===== config.mk =====
export PLATFORM = sky130hd
export DESIGN_NAME = unidad_control_mult_flat
export DESIGN_NICKNAME = d
export VERILOG_FILES = /design/src/rtl/unidad_control_mult_if.sv /design/src/rtl/unidad_control_mult.sv /design/src/flat_wrapper.sv
export SDC_FILE = /design/constraint.sdc
export NUM_CORES = 1
export LEC_CHECK = 0
export ABC_CLOCK_PERIOD_IN_PS = 1550
export BUFFER_PORTS_ARGS = -buffer_cell sky130_fd_sc_hd__buf_2
export CORE_AREA = 2 2 39 41
export CTS_CLUSTER_DIAMETER = 200
export DETAILED_ROUTE_END_ITERATION = 8
export DIE_AREA = 0 0 41 43
export PLACE_DENSITY_LB_ADDON = 0.12
export SLEW_MARGIN = 20
export SYNTH_ARGS = -nofsm -noshare
export SYNTH_HDL_FRONTEND = slang
export SYNTH_SLANG_ARGS = --single-unit

===== constraint.sdc =====
create_clock -name clk -period 1.55 [get_ports clk]
set_input_delay 0.3875 -clock clk [delete_from_list [all_inputs] [get_ports clk]]
set_output_delay 0.3875 -clock clk [all_outputs]
set_load 0.02 [all_outputs]

===== src/rtl/unidad_control_mult_if.sv =====
// unidad_control_mult_if: control/status bundle between the shift-add multiplier controller and its datapath
interface unidad_control_mult_if #(parameter int N = 8);
  logic Inicio;
  logic q0;
  logic CargaQ;
  logic ResetA;
  logic CargaA;
  logic DesplazaQ;
  logic Ocupado;
  logic Fin;
  logic [$clog2(N+1)-1:0] Cuenta;
  modport master (output Inicio, q0, input CargaQ, ResetA, CargaA, DesplazaQ, Ocupado, Fin, Cuenta);
  modport slave (input Inicio, q0, output CargaQ, ResetA, CargaA, DesplazaQ, Ocupado, Fin, Cuenta);
endinterface


===== src/rtl/unidad_control_mult.sv =====
// unidad_control_mult: shift-add multiplier control FSM with separate iteration counter
// Optional macro UC_SUMA_DESPLAZA_EN merges the add and shift steps into one state (one cycle per bit).
module unidad_control_mult #(parameter int N = 8) (
  input logic clk,
  input logic reset,
  unidad_control_mult_if.slave bus
);
  localparam int W = $clog2(N+1);
`ifdef UC_SUMA_DESPLAZA_EN
  typedef enum logic [2:0] {REPOSO, CARGA, SUMA, FIN} state_t;
`else
  typedef enum logic [2:0] {REPOSO, CARGA, SUMA, DESPLAZA, FIN} state_t;
`endif
  state_t state, state_n;
  logic [W-1:0] cuenta;
  logic paso, ultimo;
`ifdef UC_SUMA_DESPLAZA_EN
  assign paso = state == SUMA;
`else
  assign paso = state == DESPLAZA;
`endif
  assign ultimo = cuenta + W'(1) == W'(N);
  always_ff @(posedge clk or negedge reset) begin
    if (!reset) begin
      state <= REPOSO;
      cuenta <= '0;
    end else begin
      state <= state_n;
      cuenta <= state == CARGA ? '0 : paso ? cuenta + W'(1) : cuenta;
    end
  end
  always_comb begin
    state_n = REPOSO;
    case (state)
      REPOSO:   state_n = bus.Inicio ? CARGA : REPOSO;
      CARGA:    state_n = SUMA;
`ifdef UC_SUMA_DESPLAZA_EN
      SUMA:     state_n = ultimo ? FIN : SUMA;
`else
      SUMA:     state_n = DESPLAZA;
      DESPLAZA: state_n = ultimo ? FIN : SUMA;
`endif
      FIN:      state_n = bus.Inicio ? FIN : REPOSO;
      default:  state_n = REPOSO;
    endcase
  end
  assign bus.CargaQ = state == CARGA;
  assign bus.ResetA = state == CARGA;
  assign bus.CargaA = state == SUMA && bus.q0;
  assign bus.DesplazaQ = paso;
  assign bus.Ocupado = state == CARGA || state == SUMA || paso;
  assign bus.Fin = state == FIN;
  assign bus.Cuenta = cuenta;
endmodule


===== src/flat_wrapper.sv =====
// flat-port wrapper written by rule: the top's interface ports become plain ports
module unidad_control_mult_flat 
#(parameter int N = 8)
  (clk, reset, bus_Inicio, bus_q0, bus_CargaQ, bus_ResetA, bus_CargaA, bus_DesplazaQ, bus_Ocupado, bus_Fin, bus_Cuenta);
  unidad_control_mult_if #(.N(N)) bus_i ();
  input logic clk;
  input logic reset;
  input wire logic [$bits(bus_i.Inicio)-1:0] bus_Inicio;
  input wire logic [$bits(bus_i.q0)-1:0] bus_q0;
  output wire logic [$bits(bus_i.CargaQ)-1:0] bus_CargaQ;
  output wire logic [$bits(bus_i.ResetA)-1:0] bus_ResetA;
  output wire logic [$bits(bus_i.CargaA)-1:0] bus_CargaA;
  output wire logic [$bits(bus_i.DesplazaQ)-1:0] bus_DesplazaQ;
  output wire logic [$bits(bus_i.Ocupado)-1:0] bus_Ocupado;
  output wire logic [$bits(bus_i.Fin)-1:0] bus_Fin;
  output wire logic [$bits(bus_i.Cuenta)-1:0] bus_Cuenta;
  assign bus_i.Inicio = bus_Inicio;
  assign bus_i.q0 = bus_q0;
  assign bus_CargaQ = bus_i.CargaQ;
  assign bus_ResetA = bus_i.ResetA;
  assign bus_CargaA = bus_i.CargaA;
  assign bus_DesplazaQ = bus_i.DesplazaQ;
  assign bus_Ocupado = bus_i.Ocupado;
  assign bus_Fin = bus_i.Fin;
  assign bus_Cuenta = bus_i.Cuenta;
  unidad_control_mult #(.N(N)) u_core (.clk(clk), .reset(reset), .bus(bus_i));
endmodule

==> flow_summary_export.csv, run 1 <==
group,metric,value,unit
status,status,"finished, final reports clean",
clocking,cts_sinks,7,
die,initial_utilization,26.94,%
placed_design,io_buffers,13,
timing,finClkSkew,0.003556,ns
layout,utilization,41.41,%
timing,hold_ws,0.3724,ns
power,power-per-cell-area,2110,nW/um2
setup_path,start_kind,"flop",
clocking,cts-root-buf,"clkbuf_4",
route,wirelength,921,um
layout,antennaDiodeCount,0,
die,die_x,41,um
power,combPwrFrac,54.2,%
synth,synth_top_family_by_area,"simple AND/OR/NAND/NOR gates",
route,drt_first_pass_iters,4,
synth,syn_inst,39,
grt,antenna_found_initial,0,
synth,synthXorXnorAreaFrac,2.349,%
timing,rsz0062_at_grt,"yes",
setup_path,cp_slowest_stage_delay,0.46,ns
setup_path,crit_top_cell,"buf_6",
synth,synth_compound_gate_area_share,8.054,%
synth,synth_cell_types,21,
min_path,min_path_cells,3,
route,drc,0,
synth,muxShareOfSynthArea,5.705,%
clocking,insertion_delay,0.25,ns
timing,setup_ws,0.03715,ns
setup_path,path_max_fanout,8,
min_path,hold_end,"u_core.state[2]$_DFF_PN0_",
route,wire_per_inst,12.12,um
timing,tns,0,ns
die,num_rows,14,
synth,yosys_warnings,0,
clocking,cts_inserted_buffers,3,
timing,fmax,661.0,MHz
power,p_int,0.6799,mW
synth,ys.flop_type,"dfrtp_1",
timing,finalSetupViolCount,0,
setup_path,cp_slowest_cell,"dfrtp_2",
min_path,hp-start,"bus_Inicio",
job,maxCapViolCount,0,
power,cellLeakagePower,0.2673,nW
layout,layout-drive-gt1-share,50.00,%
timing,fin_crit,1.513,ns
route,vias_per_cell,4.645,
clocking,cts.path.max_buffers,2,
grt,grt.overflow.total,0,
synth,synthArstFlopShare,100.0,%
synth,syn_avg_cell_area,9.560,um2
placed_design,gp_congestion,0.6559,
synth,syn-cell-area,372.9,um2
synth,synth_edf_count,0,
synth,synthAdderAreaFrac,3.356,%
die,core-area,1384,um2
min_path,hold_class,"input pin to flop",
setup_path,crit_chain,"buf_6 -> nor2_4 -> buf_6",
timing,maxSlewViolCount,0,
synth,yosys.area_share.simple,29.19,%
grt,grt_max_degree,11,
layout,fin_nets,66,
placed_design,pre_cts_ws,0.1952,ns
setup_path,crit_arrival,1.13,ns
route,drt_iter0_drc,7,
setup_path,cp-end-kind,"output port",
setup_path,r2r-start,"u_core.state[2]$_DFF_PN0_",
timing,finalHoldViolations,0,
die,ios,14,
die,dieArea,1763,um2
setup_path,r2r_slack,0.28,ns
setup_path,r2r-end,"u_core.bus.Cuenta[3]$_DFFE_PN0P_",
timing,period_share,97.60,%
synth,synth-seq-cells,7,
layout,fin_cells,76,
clocking,htreeDepth,1,
synth,synth_nets,44,
power,p_sw_share,43.78,%
timing,tightest_slew,0.2035,ns
clocking,clk_pin_slew_worst_paths,0.05,ns
power,p_seq_share,32.0,%
clocking,cts_tree,"done",
placed_design,detailed_place_hpwl,592.4,um
grt,grt_pass1_wl,1221,um
grt,grt_pass1_vias,269,
synth,ys_seq_area_share,46.98,%
die,die_h,43,um
setup_path,reg2regPathDepth,3,
layout,syn2layout_area_growth,53.69,%
grt,grt_use_total,11.29,%
timing,slew_headroom,86.32,%
power,clkPwrFrac,13.8,%
power,p_switching,0.5293,mW
route,drtAntennaViolNets,0,
placed_design,placed_cells,67,
setup_path,crit_type,"flop to output port",
route,vias,353,
setup_path,crit_required,1.16,ns
power,ir_drop,0.9260,mV
placed cells by master (no fill, tap or decap), types with 2 or more instances in the layout:
cell type,synthesis,layout
buf_6,0,5
dfrtp_1,7,5
nand2_1,6,6
nor2_1,5,3
clkbuf_4,0,3
dfrtp_2,0,2
nand3_1,3,3
buf_4,1,5
buf_2,1,8
cells in the mapped netlist, types with 2 or more instances:
library cell | instances | area, um2
nand3_1 | 3 | 15.01
nor3_1 | 2 | 10.01
dfrtp_1 | 7 | 175.2
nand2_1 | 6 | 22.52
nor2_1 | 5 | 18.77
power groups by stage:
stage | combinational [mW] | sequential, mW | clock (mW)
3_3_place_gp | 0.529 | 0.385 | 0
2_1_floorplan | 0.338 | 0.409 | 0
3_5_place_dp | 0.520 | 0.381 | 0
4_1_cts | 0.537 | 0.388 | 0.178
5_1_grt | 0.716 | 0.402 | 0.196
6_report | 0.655 | 0.387 | 0.167
worst max-delay path by stage:
stage                              start            end
2_1_floorplan  u_core.state[2]$_DFF_PN0_     bus_ResetA
3_3_place_gp   u_core.state[1]$_DFF_PN0_        bus_Fin
3_5_place_dp   u_core.state[1]$_DFF_PN0_        bus_Fin
4_1_cts        u_core.state[2]$_DFF_PN0_  bus_DesplazaQ
5_1_grt        u_core.state[2]$_DFF_PN0_     bus_CargaA
6_report       u_core.state[1]$_DFF_PN0_     bus_CargaQ
per-layer routing:
metal,GRT usage [%],share of wire (%),routed length [um],up-vias
met5,0,0,0,-
met4,4.000,0,0,0
met3,9.424,9.9,91,0
met2,13.75,44,403,15
met1,14.33,46,426,162
li1,-,-,-,176
logic make-up (layout without fill, tap and decap cells):
family	after synthesis	count (layout)
buf+inv	3	24
flops	7	7
compound gates	4	4
mux	2	2
simple gates	21	21
fa+ha+maj	1	1
xor+xnor	1	1
what timing repair did:
item | in CTS | in global routing
buffers inserted | 0 | 4
endpoints found under the hold margin | 7 | 0
resized for setup | 6 | 11
pin swaps | 0 | 1
hold buffers | 1 | 0
endpoints found under the setup margin | 6 | 6
sequential cells by signal, summed over array words and instances, names as in the netlist:
| name | flops |
|---|---|
| u_core.bus.Cuenta | 4 |
| u_core.state | 3 |
final cells by class:
class	instances	area (um2)
tap	16	20.02
fill	140	810.8
inverter	1	3.754
multi-input combinational	29	201.4
timing repair buffer	19	143.9
clock buffer	4	26.28
sequential	7	177.7
metrics by stage:
stage               total power [mW]  cell area [um2]
detailed placement            0.9017            452.9
CTS                            1.103            504.2
global placement              0.9138            452.9
finish                         1.209            573.1
floorplan                     0.7476            372.9
global route                   1.313            573.1
worst max-delay path, delay by kind of cell (launching register included):
kind	cells	cell delay (ns)
flip-flops	1	0.46
buffers and inverters	2	0.28
AND/OR/NAND/NOR	1	0.13
No activity file was read; power rests on OpenSTA's default activity.
==> run 2: changes to the inputs <==
--- a/config.mk
+++ b/config.mk
@@ -8,6 +8,7 @@
 export ABC_CLOCK_PERIOD_IN_PS = 1550
 export BUFFER_PORTS_ARGS = -buffer_cell sky130_fd_sc_hd__buf_2
 export CORE_AREA = 2 2 39 41
+export CTS_BUF_LIST = sky130_fd_sc_hd__clkbuf_4
 export CTS_CLUSTER_DIAMETER = 200
 export DETAILED_ROUTE_END_ITERATION = 8
 export DIE_AREA = 0 0 41 43
==> run 2 against run 1 <==
- sequential power about the same
- clock power up 10%
- clock skew down 0.0011 ns
- total power up 1.4%
- utilization up 0.27 points
- critical path depth unchanged
- die area unchanged
- sequential share of layout area down 0.20 points
- cell count unchanged
- worst setup slack about the same
- maximum frequency about the same
- first-iteration DRC count unchanged
==> flow_summary_export.csv, run 2 (synthesized netlist as in run 1, its figures left out) <==
group,metric,value,unit
min_path,hold_class,"input pin to flop",
layout,mostFrequentLayoutCells,"buf_2, nand2_1, buf_6, buf_4, dfrtp_1",
clocking,cts-root-buf,"clkbuf_4",
layout,final.fill_count,138,
timing,finalHoldViolations,0,
route,vias,351,
layout,utilization,41.68,%
route,wirelength,920,um
placed_design,io_buffers,13,
route,wire_per_inst,12.11,um
grt,grt.overflow.total,0,
setup_path,crit_type,"flop to output port",
layout,fin_nets,66,
clocking,cts.path.max_buffers,2,
die,die_x,41,um
layout,layout-drive-gt1-share,51.67,%
timing,fmax,661.1,MHz
timing,slew_headroom,86.32,%
timing,fin_crit,1.513,ns
clocking,clk_pin_slew_worst_paths,0.05,ns
die,die_h,43,um
timing,tightest_slew,0.2035,ns
layout,antennaDiodeCount,0,
die,core-area,1384,um2
setup_path,cp-end-kind,"output port",
layout,final_common_cell,"buf_2",
setup_path,r2r_slack,0.28,ns
route,drc,0,
layout,largest_reg_flops,4,
clocking,htreeDepth,1,
clocking,cts_tree,"done",
layout,regArea,177.7,um2
timing,finalSetupViolCount,0,
grt,grt_pass1_wl,1221,um
timing,maxSlewViolCount,0,
route,vias_per_cell,4.618,
power,power.total,1.226,mW
power,p_sw_share,43.12,%
grt,antenna_found_initial,0,
status,status,"finished, final reports clean",
route,drtAntennaViolNets,0,
grt,grt_pass1_vias,269,
setup_path,path_max_fanout,7,
timing,finClkSkew,0.002499,ns
job,maxCapViolCount,0,
timing,rsz0062_at_grt,"yes",
die,ios,14,
power,ir_drop,0.9663,mV
clocking,cts_inserted_buffers,3,
die,num_rows,14,
power,p_switching,0.5286,mW
clocking,cts_sinks,7,
grt,grt_max_degree,11,
power,combPwrFrac,53.4,%
layout,multiInputGateArea,201.4,um2
setup_path,start_kind,"flop",
setup_path,crit_required,1.16,ns
power,power-per-cell-area,2125,nW/um2
die,initial_utilization,26.94,%
power,clkPwrFrac,15.0,%
power,cellLeakagePower,0.2707,nW
power,p_int,0.6973,mW
layout,syn2layout_area_growth,54.70,%
clocking,insertion_delay,0.25,ns
grt,grt_use_total,11.29,%
die,dieArea,1763,um2
route,drt_first_pass_iters,4,
placed_design,detailed_place_hpwl,592.4,um
placed_design,gp_congestion,0.6559,
route,drt_iter0_drc,7,
timing,period_share,97.59,%
layout,fin_cells,76,
placed_design,placed_cells,67,
setup_path,crit_arrival,1.13,ns
power,p_seq_share,31.6,%
==> run 2: cell counts in the layout (fill, tap and decap cells not counted) <==
No cell type changed its count.
==> run 2: worst max-delay path, cell delays in order (launching register included) <==
cell      delay [ns]
dfrtp_1         0.42
nand2b_4        0.20
nor2_4          0.12
buf_6           0.13
==> run 2: stage by stage <==
stage | cell area (um2) | hold slack (ns) | setup TNS [ns] | setup slack (ns)
after detailed placement | 452.9 | 0.2355 | 0 | 0.1952
after global placement | 452.9 | 0.2386 | 0 | 0.1406
after CTS | 508.0 | 0.3667 | -0.003232 | -0.003232
final | 576.8 | 0.3723 | 0 | 0.03729
after global routing | 576.8 | 0.3652 | -0.1433 | -0.04231
after floorplan | 372.9 | 0.09191 | 0 | 0.04407
==> run 2: area by class of cell <==
class / instances / area share, %
clock buffer: 4 / 5.206
inverter: 1 / 0.6508
multi-input combinational: 29 / 34.92
sequential: 7 / 30.80
tap: 16 / 3.471
timing repair buffer: 19 / 24.95
==> run 2: repair_timing <==
item                                   CTS  global route
pin swaps                                0             1
setup endpoints to repair                6             6
buffers inserted                         0             4
hold buffers                             1             0
resized for setup                        6            11
endpoints found under the hold margin    7             0
==> run 2: per-layer routing <==
metal | wire length (um) | track usage (%) | share of wire (%)
met1 | 423 | 14.33 | 46
met3 | 91 | 9.424 | 9.9
met5 | 0 | 0 | 0
met4 | 0 | 4.000 | 0
met2 | 405 | 13.75 | 44
==> run 2: worst paths after layout <==
| kind | to | start | cells after the start |
|---|---|---|---|
| worst max-delay path | bus_CargaQ | u_core.state[2]$_DFF_PN0_ | 3 |
| worst min-delay path | u_core.state[2]$_DFF_PN0_ | bus_Inicio | 3 |
| worst max register to register | u_core.bus.Cuenta[3]$_DFFE_PN0P_ | u_core.state[2]$_DFF_PN0_ | 3 |
| worst min register to register | u_core.bus.Cuenta[1]$_DFFE_PN0P_ | u_core.bus.Cuenta[1]$_DFFE_PN0P_ | 2 |
| max in group asynchronous | u_core.state[0]$_DFF_PN0_ | reset | 2 |
| min in group asynchronous | u_core.state[1]$_DFF_PN0_ | reset | 2 |
==> run 2: power groups by stage <==
stage / Clock (mW) / Sequential (mW) / Combinational, mW
after global routing: 0.214 / 0.402 / 0.716
after detailed placement: 0 / 0.381 / 0.520
final: 0.184 / 0.387 / 0.655
after floorplan: 0 / 0.409 / 0.338
after global placement: 0 / 0.385 / 0.529
after CTS: 0.195 / 0.388 / 0.537
==> run 3: changes to the inputs <==
--- a/config.mk
+++ b/config.mk
@@ -7,6 +7,8 @@
 export LEC_CHECK = 0
 export ABC_CLOCK_PERIOD_IN_PS = 1550
 export BUFFER_PORTS_ARGS = -buffer_cell sky130_fd_sc_hd__buf_2
+export CELL_PAD_IN_SITES_DETAIL_PLACEMENT = 0
+export CELL_PAD_IN_SITES_GLOBAL_PLACEMENT = 1
 export CORE_AREA = 2 2 39 41
 export CTS_BUF_LIST = sky130_fd_sc_hd__clkbuf_4
 export CTS_CLUSTER_DIAMETER = 200
==> run 3 against run 2 <==
- register-to-register slack better by 0.02 ns
- sequential share of layout area increased by 1.4 points
- critical path depth unchanged
- via count shrank 3.1%
- die area did not move
- non-clock buffer count did not move
- critical endpoint is now bus_DesplazaQ
- utilization down 1.5 points
- clock power about the same
- highest routed layer unchanged
- cell count stayed put
- global-route usage is 0.74 points lower
- clock skew about the same
==> flow_summary_export.csv, run 3 (synthesized netlist as in run 1, its figures left out) <==
group,metric,value,unit
power,cellLeakagePower,0.2619,nW
grt,grt_pass1_wl,1207,um
clocking,cts.path.max_buffers,2,
die,die_x,41,um
setup_path,crit_required,1.16,ns
route,drc,0,
setup_path,cp-end-kind,"output port",
timing,maxSlewViolCount,0,
min_path,hp-start,"bus_Inicio",
grt,antenna_found_initial,0,
status,status,"finished, final reports clean",
power,ir_drop,0.7865,mV
route,drt_first_pass_iters,2,
route,drt_iter0_drc,2,
placed_design,gp_congestion,0.7060,
route,wire_per_inst,10.89,um
layout,final_common_cell,"buf_2",
grt,grt_use_total,10.55,%
timing,finalSetupViolCount,0,
placed_design,detailed_place_hpwl,594.9,um
die,dieArea,1763,um2
setup_path,path_max_fanout,7,
setup_path,crit_arrival,1.12,ns
route,drtAntennaViolNets,0,
layout,syn2layout_area_growth,48.99,%
timing,period_share,97.13,%
setup_path,crit_type,"flop to output port",
timing,rsz0062_at_grt,"yes",
layout,utilization,40.14,%
min_path,hold_class,"input pin to flop",
power,power-per-cell-area,2162,nW/um2
layout,regArea,178.9,um2
timing,tns,0,ns
layout,mostFrequentLayoutCells,"buf_2, buf_4, nand2_1",
job,maxCapViolCount,0,
route,wirelength,828,um
clocking,cts-root-buf,"clkbuf_4",
die,initial_utilization,26.94,%
min_path,hold_end,"u_core.state[2]$_DFF_PN0_",
setup_path,r2r-start,"u_core.state[2]$_DFF_PN0_",
die,core-area,1384,um2
timing,fin_crit,1.505,ns
layout,largest_reg_flops,4,
timing,finClkSkew,0.002093,ns
route,vias,340,
die,die_h,43,um
setup_path,r2r_slack,0.30,ns
layout,final_area,555.5,um2
grt,grt_max_degree,11,
min_path,min_path_cells,3,
timing,slew_headroom,85.23,%
clocking,cts_sinks,7,
power,power.total,1.201,mW
layout,layout-drive-gt1-share,51.67,%
setup_path,start_kind,"flop",
timing,tightest_slew,0.2196,ns
layout,multiInputGateArea,196.4,um2
die,ios,14,
timing,finalHoldViolations,0,
layout,final.fill_count,138,
timing,fmax,664.3,MHz
placed_design,postPlaceCellArea,445.4,um2
setup_path,reg2regPathDepth,3,
clocking,htreeDepth,1,
layout,fin_nets,66,
clocking,insertion_delay,0.24,ns
clocking,cts_tree,"done",
grt,grt.overflow.total,0,
layout,antennaDiodeCount,0,
route,vias_per_cell,4.474,
die,num_rows,14,
placed_design,io_buffers,13,
grt,grt_pass1_vias,292,
setup_path,r2r-end,"u_core.bus.Cuenta[3]$_DFFE_PN0P_",
clocking,clk_pin_slew_worst_paths,0.05,ns
clocking,cts_inserted_buffers,3,
run 3: cell count changes in the layout (fill, tap and decap cells not counted):
cell     before  now
nor3_2        1    0
buf_4         5    8
dfrtp_1       5    4
dfrtp_2       2    3
buf_6         5    1
buf_2         8    9
nor3_1        1    2
run 3: what timing repair did:
action	4_1_cts	5_1_grt
setup endpoints to repair	6	6
pin swaps	0	1
hold endpoints to repair	7	0
hold buffers	1	0
cloned	0	0
resized for setup	3	9
buffers inserted	0	5
run 3: where the power goes:
| group | switching, mW | internal [mW] |
|---|---|---|
| Clock | 0.0652 | 0.116 |
| Combinational | 0.336 | 0.301 |
| Sequential | 0.118 | 0.266 |
| Total | 0.519 | 0.682 |
run 3: layout make-up:
class / instances / area share, %
Clock buffer: 4 / 5.405
Inverter: 1 / 0.6757
Multi-Input combinational cell: 29 / 35.36
Sequential cell: 7 / 32.21
Tap cell: 16 / 3.604
Timing Repair Buffer: 19 / 22.75
run 3: per-stage QoR:
stage | hold slack, ns | setup WS [ns] | instances
after CTS | 0.3712 | -0.01761 | 71
after floorplan | 0.09191 | 0.04407 | 39
after global routing | 0.4063 | -0.008019 | 76
after global placement | 0.2342 | 0.2075 | 66
final | 0.3841 | 0.04454 | 76
after detailed placement | 0.2328 | 0.2129 | 66
run 3: worst max-delay path by stage:
stage                                          from  cells after the start            end
after global routing      u_core.state[2]$_DFF_PN0_                      3  bus_DesplazaQ
after CTS                 u_core.state[2]$_DFF_PN0_                      3     bus_ResetA
after global placement    u_core.state[1]$_DFF_PN0_                      2        bus_Fin
after detailed placement  u_core.state[1]$_DFF_PN0_                      2        bus_Fin
after floorplan           u_core.state[2]$_DFF_PN0_                      3     bus_ResetA
final                     u_core.state[2]$_DFF_PN0_                      3  bus_DesplazaQ
run 3: worst max-delay path: stages, from the launching register on:
cell and delay (ns):
dfrtp_2 0.43, nand2b_4 0.19, nor2_2 0.12, buf_6 0.13
run 3: metal layers:
layer  track usage, %  share of wire (%)  wire [um]  vias up
met5                0                  0          0        -
met4            6.000                  0          0        0
met3            3.141                4.0         33        0
met2            15.31                 48        396        7
met1            13.29                 48        398      155
li1                 -                  -          -      178
